**src/rtl/router_pkt_tx.sv**
```systemverilog
// router_pkt_tx: packet source feeding the 1x3 router input port.
//
// Accepts a command (destination addr, payload len), buffers len payload bytes, then
// serialises header {len, addr}, the payload and an XOR parity byte onto din/pkt_valid.
// Serialisation stalls while the router holds busy. Router err raises the sticky err_seen.
//
// Ports:
//   clk, resetn            clock (rising edge), asynchronous active-low reset
//   cmd_valid/cmd_ready    command handshake; cmd_addr (0..2), cmd_len (1..63)
//   cmd_err                one-cycle pulse when a command is rejected (addr 3 or len 0)
//   s_data/s_valid/s_ready payload byte stream, consumed only while loading
//   busy, err              router stall and router parity error
//   din, pkt_valid         byte stream to the router (pkt_valid low on the parity byte)
//   done                   one-cycle pulse after the parity byte is consumed
//   err_seen               sticky router error flag, cleared by the next accepted command
//   parity_inj             corrupt parity of the next packet
//
// Build option: define ROUTER_PKT_TX_PARITY_INJ_EN to enable parity_inj; otherwise it is
// ignored and parity is always correct.

module router_pkt_tx #(
   parameter int unsigned MAX_LEN = 63
) (
   input  logic       clk,
   input  logic       resetn,
   input  logic       cmd_valid,
   output logic       cmd_ready,
   input  logic [1:0] cmd_addr,
   input  logic [5:0] cmd_len,
   input  logic [7:0] s_data,
   input  logic       s_valid,
   output logic       s_ready,
   input  logic       busy,
   input  logic       err,
   output logic [7:0] din,
   output logic       pkt_valid,
   output logic       done,
   output logic       cmd_err,
   output logic       err_seen,
   input  logic       parity_inj
);

   typedef enum logic [2:0] {StIdle, StLoad, StHdr, StPld, StPar, StDone} state_e;

   state_e     state_q, state_d;
   logic [1:0] addr_q, addr_d;
   logic [5:0] len_q, len_d;
   logic [5:0] cnt_q, cnt_d;
   logic [7:0] parity_q, parity_d;
   logic [7:0] din_q, din_d;
   logic       pkt_valid_q, pkt_valid_d;
   logic       done_q, done_d;
   logic       cmd_err_q, cmd_err_d;
   logic       err_seen_q, err_seen_d;
   logic       cmd_ready_q, cmd_ready_d;
   logic [7:0] par_mask;
   logic [7:0] mem_q [MAX_LEN];

   logic cmd_fire, cmd_bad, cmd_accept, s_fire;

   // cmd_ready is registered so it stays low for the whole reset and the first cycle after.
   assign cmd_fire   = cmd_valid && cmd_ready_q;
   assign cmd_bad    = (cmd_addr == 2'd3) || (cmd_len == 6'd0);
   assign cmd_accept = cmd_fire && !cmd_bad;
   assign s_fire     = s_valid && (state_q == StLoad);

`ifdef ROUTER_PKT_TX_PARITY_INJ_EN
   logic inj_q;

   always_ff @(posedge clk or negedge resetn) begin
      if (!resetn) begin
         inj_q <= 1'b0;
      end else if (cmd_accept) begin
         inj_q <= parity_inj;
      end
   end

   assign par_mask = {8{inj_q}};
`else
   logic unused_parity_inj;
   assign unused_parity_inj = parity_inj;
   assign par_mask          = 8'h00;
`endif

   // Payload buffer carries no reset: every byte is rewritten before it is read.
   always_ff @(posedge clk) begin
      if (s_fire) begin
         mem_q[cnt_q] <= s_data;
      end
   end

   always_ff @(posedge clk or negedge resetn) begin
      if (!resetn) begin
         state_q     <= StIdle;
         addr_q      <= 2'd0;
         len_q       <= 6'd0;
         cnt_q       <= 6'd0;
         parity_q    <= 8'h00;
         din_q       <= 8'h00;
         pkt_valid_q <= 1'b0;
         done_q      <= 1'b0;
         cmd_err_q   <= 1'b0;
         err_seen_q  <= 1'b0;
         cmd_ready_q <= 1'b0;
      end else begin
         state_q     <= state_d;
         addr_q      <= addr_d;
         len_q       <= len_d;
         cnt_q       <= cnt_d;
         parity_q    <= parity_d;
         din_q       <= din_d;
         pkt_valid_q <= pkt_valid_d;
         done_q      <= done_d;
         cmd_err_q   <= cmd_err_d;
         err_seen_q  <= err_seen_d;
         cmd_ready_q <= cmd_ready_d;
      end
   end

   always_comb begin
      state_d    = state_q;
      addr_d     = addr_q;
      len_d      = len_q;
      cnt_d      = cnt_q;
      parity_d   = parity_q;
      cmd_err_d  = 1'b0;
      err_seen_d = err_seen_q | (err && (state_q != StIdle));

      unique case (state_q)
         StIdle: begin
            if (cmd_fire) begin
               if (cmd_bad) begin
                  cmd_err_d = 1'b1;
               end else begin
                  addr_d     = cmd_addr;
                  len_d      = cmd_len;
                  cnt_d      = 6'd0;
                  err_seen_d = 1'b0;
                  state_d    = StLoad;
               end
            end
         end
         StLoad: begin
            if (s_valid) begin
               if (cnt_q == len_q - 6'd1) begin
                  cnt_d    = 6'd0;
                  parity_d = {len_q, addr_q};
                  state_d  = StHdr;
               end else begin
                  cnt_d = cnt_q + 6'd1;
               end
            end
         end
         StHdr: begin
            if (!busy) begin
               state_d = StPld;
            end
         end
         StPld: begin
            if (!busy) begin
               parity_d = parity_q ^ mem_q[cnt_q];
               if (cnt_q == len_q - 6'd1) begin
                  state_d = StPar;
               end else begin
                  cnt_d = cnt_q + 6'd1;
               end
            end
         end
         StPar: begin
            if (!busy) begin
               state_d = StDone;
            end
         end
         StDone: begin
            state_d = StIdle;
         end
         default: begin
            state_d = StIdle;
         end
      endcase
   end

   // Registered outputs are decoded from next state so they line up with the state itself;
   // a stall keeps state and counter unchanged, which holds din/pkt_valid.
   always_comb begin
      cmd_ready_d = (state_d == StIdle);
      pkt_valid_d = (state_d == StHdr) || (state_d == StPld);
      done_d      = (state_d == StDone);
      din_d       = 8'h00;
      unique case (state_d)
         StHdr:   din_d = {len_d, addr_d};
         StPld:   din_d = mem_q[cnt_d];
         StPar:   din_d = parity_d ^ par_mask;
         default: din_d = 8'h00;
      endcase
   end

   assign cmd_ready = cmd_ready_q;
   assign s_ready   = (state_q == StLoad);
   assign din       = din_q;
   assign pkt_valid = pkt_valid_q;
   assign done      = done_q;
   assign cmd_err   = cmd_err_q;
   assign err_seen  = err_seen_q;

endmodule

```
**config.mk**
```make
export PLATFORM = sky130hd
export DESIGN_NAME = router_pkt_tx
export DESIGN_NICKNAME = d
export VERILOG_FILES = /design/src/rtl/router_pkt_tx.sv
export SDC_FILE = /design/constraint.sdc
export NUM_CORES = 1
export LEC_CHECK = 0
export CELL_PAD_IN_SITES_DETAIL_PLACEMENT = 1
export CELL_PAD_IN_SITES_GLOBAL_PLACEMENT = 1
export CORE_MARGIN = 10
export CORE_UTILIZATION = 40
export CTS_CLUSTER_DIAMETER = 150
export CTS_CLUSTER_SIZE = 12
export DETAILED_ROUTE_END_ITERATION = 16
export PLACE_DENSITY_LB_ADDON = 0.25
export SLEW_MARGIN = 20
export SYNTH_ARGS = -nofsm -noshare
export SYNTH_HDL_FRONTEND = slang
export SYNTH_SLANG_ARGS = --single-unit
```
**constraint.sdc**
```tcl
create_clock -name clk -period 4.4 [get_ports clk]
set_input_delay 1.1 -clock clk [delete_from_list [all_inputs] [get_ports clk]]
set_output_delay 1.1 -clock clk [all_outputs]
set_load 0.005 [all_outputs]
```
==> out/qor.yml, run 1 <==
cp-end-kind: "register"
worstSkewPairLatency_ns: 0.61
antenna_found_initial: 5
syn_avg_cell_area_sq_um: 12.2
p_total_mw: 24.5
violations: "setup timing"
layout_worst_path_cycle_share_pct: 101
crit_fanout: 14
cts.sinks: 542
grt_pass1_wl_um: 167000
outcome: "finished, violations left"
hold_viol: 0
syn_nets: 2226
worstMarginPinSlew_ns: 1.30
fin_setup_tns_ns: -0.0253
drv_slew: 0
min-delay-path-class: "register to register"
synth_cell_types: 86
max_slew_margin_pct: 12.7
synth_top_area_share_pct: 56.4
vias: 22900
start_kind: "register"
grtUsageTotal_pct: 29.1
met2_usage_pct: 45.4
power_density_nw_per_um2: 738
cts_buffer_depth: 3
place.gp.congestion: 0.989
port_buffers: 35
routed_wl_um: 118000
gr-usage-met3_pct: 6.92
crit_required_ns: 4.80
finalSetupViolations: 1
drt_iter0_drc: 3159
yosysMostFrequentCell: "edfxtp_1"
cts.clk_slew.worst_paths_ns: 0.07
htree_levels: 2
path_class: "register to register"
place.detailed.hpwl_um: 80100
p_leak_nw: 11.7
netlist_area_sq_um: 26800
viasPerCell: 6.73
io_pins: 37
ys_top_cells_by_count: "edfxtp_1, nand2_1, and3_1"
drt_pre_antenna_iters: 5
grt_start_max_net_pins: 52
synth_top_area_cell: "edfxtp_1"
final_util_pct: 50.2
start_util_pct: 40.6
area_growth_pct: 23.5
arrival_ns: 4.83
synthFlopType: "edfxtp_1"
peakVddDrop_uv: 311
ys.warnings.count: 0
die_h_um: 279
fin_skew_ns: 0.0189
drive_gt1_share_pct: 27.0
cts_made_buffers: 51
synth_edf_count: 504
fin_crit_ns: 4.43
dieArea_sq_um: 77900
ant_nets: 0
rsz0062_at_grt: "yes"
grt-busiest-layer: "met2"
globalRouteOverflowTotal: 0
drv_cap: 0
drc: 0
worst_slack_ns: -0.0253
synthCells: 2200
fmax_mhz: 226
cts_tree: "yes"
finish.net_count: 2532
synthArstFlopShare_pct: 7.01
wire_per_inst_um: 34.6
grt_pass1_vias: 23200
met1_usage_pct: 37.3
core_sq_um: 66100
synthTopCellsByArea: "edfxtp_1, nand2_1, dfrtp_1, a211oi_1, a311oi_1"
std_cell_rows: 94
die_w_um: 279
synth.yosys.seq_area_share_pct: 59.9
cts.root.buffer_cell: "clkbuf_16"
ys_seq_elements: 542
[path summary, 6_finish.rpt]
check | startpoint | end | slack (ns) | cells after the start
max in group asynchronous | resetn | cnt_q[1] | 3.03 | 1
min in group asynchronous | resetn | done | 0.65 | 1
hold reg to reg | parity_q[6] | parity_q[6] | 0.52 | 1
setup reg to reg | len_q[2] | din[2] | -0.03 | 19
hold / removal | parity_q[6] | parity_q[6] | 0.52 | 1
setup / recovery | len_q[2] | din[2] | -0.03 | 19
[placed cells by master, fill, tap and decap left out, types with 31 or more instances in the layout]
master     count
o21ai_0       32
a211oi_2      36
clkbuf_1      31
a21oi_1       58
mux2i_1       53
a311oi_1      88
a211oi_1      75
a221oi_1      57
and3_1       124
nor2_1       111
nand2_1      319
mux2_2        52
dfrtp_1       35
buf_4        365
buf_12        36
edfxtp_1     504
clkbuf_16     52
[kinds of logic after synthesis]
kind of cell | share of synthesized area (%)
multiplexers | 6.67
flip-flops | 59.9
buffers and inverters | 3.47
AND/OR/NAND/NOR | 12.0
adder cells (fa/ha/maj) | 0.140
AO/OA/AOI/OAI | 17.5
XOR/XNOR | 0.261
[what timing repair did]
item / 4_1_cts / 5_1_grt
setup buffers: 10 / 10
resized for setup: 70 / 61
gates cloned: 5 / 1
pin swaps: 28 / 33
hold buffers: 0 / 0
endpoints found under the setup margin: 8 / 8
[through the flow]
step	hold slack, ns	instances	setup WS [ns]	cell area [sq um]
detailed placement	0.497	3293	-0.712	30800
floorplan	0.452	2200	-0.0258	26900
global route	0.546	3401	-0.0958	33100
global placement	0.478	3293	-0.710	30800
finish	0.523	3402	-0.0253	33200
CTS	0.508	3392	-0.0196	32800
[routing by layer]
metal	vias to the layer above	part of all wire, %
met4	8	5.5
met5	-	0.042
met2	1433	45
met1	11800	38
met3	361	11
li1	9329	-
[critical path: stages, from the launching register on]
cell and delay [ns]:
dfrtp_1 0.39, or3_4 0.40, or4_4 0.50, a2111oi_4 0.33, and2_4 0.22, inv_4 0.04
ha_4 0.26, nor2_4 0.04, a21oi_4 0.18, and2_4 0.21, buf_12 0.13, inv_16 0.06
buf_12 0.16, buf_4 0.20, a211oi_2 0.26, a31oi_1 0.08, a21oi_1 0.16, buf_4 0.17
o22a_1 0.16, nand4_1 0.25
[power by group]
group,internal [mW],switching (mW)
Combinational,5.66,8.64
Sequential,5.82,0.218
Clock,2.15,1.97
Total,13.6,10.8
[state kept, by name (all words and copies together) (netlist names)]
register,cells
addr_q,2
cmd_err,1
cmd_ready,1
cnt_q,6
din,8
done,1
err_seen,1
len_q,6
mem_q,504
parity_q,8
pkt_valid,1
state_q,3
[cell type report]
cell class	instances	area, sq um
multi-input cells	1435	10400
inverters	23	106
clock buffers	82	1390
well taps	864	1080
flip-flops and latches	542	16100
clock inverters	2	20.0
repair inverters	2	36.3
repair buffers	451	4040
diodes	1	2.50
fillers	6777	32900
Note: power is estimated with default switching activity, not from simulation.
==> run 2, diff against run 1 <==
==> constraint.sdc (replaced) <==
create_clock -name clk -period 4.15 [get_ports clk]
set_input_delay 1.0375 -clock clk [delete_from_list [all_inputs] [get_ports clk]]
set_output_delay 1.0375 -clock clk [all_outputs]
set_load 0.005 [all_outputs]
==> out/qor.yml, run 2 (same netlist as run 1, synthesis figures left out) <==
power_switching_mw: 11.6  # +7.1%
swShare_pct: 43.5  # -0.79 points
fmax_mhz: 222  # -1.7%
peakVddDrop_uv: 369  # +19%
drt_iter0_drc: 3060  # -3.1%
start_kind: "register"
crit_required_ns: 4.63  # -0.17 ns
drive_gt1_share_pct: 29.7  # +2.7 points
area_growth_pct: 27.0
p_int_mw: 15.1  # +11%
io_pins: 37  # unchanged
crit_fanout: 7  # -7
worstMarginPinSlew_ns: 1.10  # -0.206 ns
placedCellCount: 3347  # +1.6%
outcome: "finished, violations left"
grt_start_max_net_pins: 49  # -5.8%
regArea_sq_um: 16100  # unchanged
cts_tree: "yes"
fin_crit_ns: 4.50  # +0.0766 ns
largest_reg_flops: 504  # unchanged
die_h_um: 279  # unchanged
pwr-share-comb_pct: 59.7  # +1.2 points
std_cell_rows: 94  # unchanged
cts.sinks: 542  # unchanged
final_common_cell: "edfxtp_1"
finish.net_count: 2591  # +2.3%
dieArea_sq_um: 77900  # unchanged
cts_buffer_depth: 3  # unchanged
ctsHoldBuffers: 0  # unchanged
holdWs_ns: 0.545  # +0.0216 ns
drv_slew: 0  # unchanged
seqPwrFrac_pct: 23.8  # -0.9 points
cts_made_buffers: 51  # unchanged
htree_levels: 2  # unchanged
rsz0062_at_grt: "yes"
drt_pre_antenna_iters: 6  # +1
drv_cap: 0  # unchanged
layout_common_cells: "edfxtp_1, buf_4, nand2_1"
largest-register: "mem_q"
max_slew_margin_pct: 26.8  # +14 points
die_w_um: 279  # unchanged
wire_per_inst_um: 34.4  # -0.68%
antenna_found_initial: 3  # -2
p_total_mw: 26.7  # +9.1%
p_leak_nw: 12.2  # +3.8%
grtUsageTotal_pct: 29.5  # +0.49 points
arrival_ns: 4.98  # +0.15 ns
violations: "setup timing"
ant_nets: 0  # unchanged
worst_slack_ns: -0.352  # -0.327 ns
hold_viol: 0  # unchanged
start_util_pct: 40.6  # unchanged
cts.clk_slew.worst_paths_ns: 0.08  # about the same
routed_wl_um: 119000  # +1.0%
fin_skew_ns: 0.0179  # -0.00102 ns
place.detailed.hpwl_um: 81800  # +2.2%
finalSetupViolations: 8  # +7
path_class: "register to register"
min-delay-path-class: "primary input to async pin"
clockPowerShare_pct: 16.4  # -0.4 points
cts.root.buffer_cell: "clkbuf_16"
n_fill_cell: 6750  # -0.40%
multi_input_area_sq_um: 10600  # +1.9%
worstSkewPairLatency_ns: 0.61  # about the same
globalRouteOverflowTotal: 0  # unchanged
dp_slack_ns: -1.13  # -0.415 ns
layout.cells.non_filler: 3461  # +1.7%
core_sq_um: 66100  # unchanged
final_util_pct: 51.6  # +1.4 points
power_density_nw_per_um2: 782  # +6.0%
layout_worst_path_cycle_share_pct: 108  # +7.9 points
grt_pass1_wl_um: 169000  # +1.3%
drc: 0  # unchanged
port_buffers: 35  # unchanged
viasPerCell: 6.71  # -0.21%
cp-end-kind: "register"
place.gp.congestion: 0.990  # +0.19%
grt_pass1_vias: 23700  # +2.2%
vias: 23200  # +1.5%
==> run 2: power groups by stage <==
stage                     clock, mW  combinational, mW  sequential, mW
after floorplan                   0               7.09            6.37
after global placement            0               13.4            6.45
after detailed placement          0               13.7            6.47
after CTS                      4.40               15.2            6.35
after global routing           4.61               16.4            6.37
final                          4.38               15.9            6.36
==> run 2: critical path, stage by stage, from the launching register on <==
cell and delay [ns]:
dfrtp_1 0.39, or3_4 0.40, or4_4 0.50, a2111oi_4 0.37
and2_4 0.24, inv_4 0.04, ha_4 0.26, nor2_4 0.03
a21oi_4 0.15, and2_4 0.21, buf_12 0.13, inv_16 0.07
buf_8 0.14, bufbuf_16 0.26, a211oi_4 0.20, a311oi_2 0.07
a21oi_2 0.29, o22ai_2 0.11, or4b_1 0.51
==> run 2: final cells by class <==
cell class / count / share of cell area, %
repair inverters: 2 / 0.0660
inverters: 23 / 0.312
diodes: 1 / 0.00734
clock buffers: 82 / 4.08
repair buffers: 510 / 14.1
clock inverters: 2 / 0.0587
flip-flops and latches: 542 / 47.2
multi-input cells: 1435 / 31.0
well taps: 864 / 3.17
==> run 2: layer usage <==
metal	share of wire, %	GRT usage (%)	up-vias
met3	11	6.27	377
met2	45	46.4	1503
met5	0	0	-
li1	-	-	9461
met1	38	37.9	11900
met4	6.2	15.8	0
==> run 2: metrics by stage <==
step | setup TNS [ns] | area, sq um
after floorplan | -0.607 | 27300
after global placement | -4.65 | 31700
after detailed placement | -5.90 | 31700
after CTS | -1.76 | 34000
after global routing | -2.73 | 34100
final | -1.91 | 34100
==> run 2: path summary, 6_finish.rpt <==
kind / start / endpoint / slack, ns / cells past startpoint
max: len_q[1] / din[3] / -0.35 / 18
min: resetn / done / 0.54 / 1
max reg2reg: len_q[1] / din[3] / -0.35 / 18
min reg2reg: addr_q[1] / addr_q[1] / 0.55 / 1
max in group asynchronous: resetn / din[6] / 2.83 / 2
min in group clk: addr_q[1] / addr_q[1] / 0.55 / 1
==> run 2: repair_timing <==
item,CTS,global route
pin swaps,42,33
endpoints found under the setup margin,8,8
endpoints found under the hold margin,0,0
buffers inserted,22,1
resized for setup,88,30
cloned,7,1
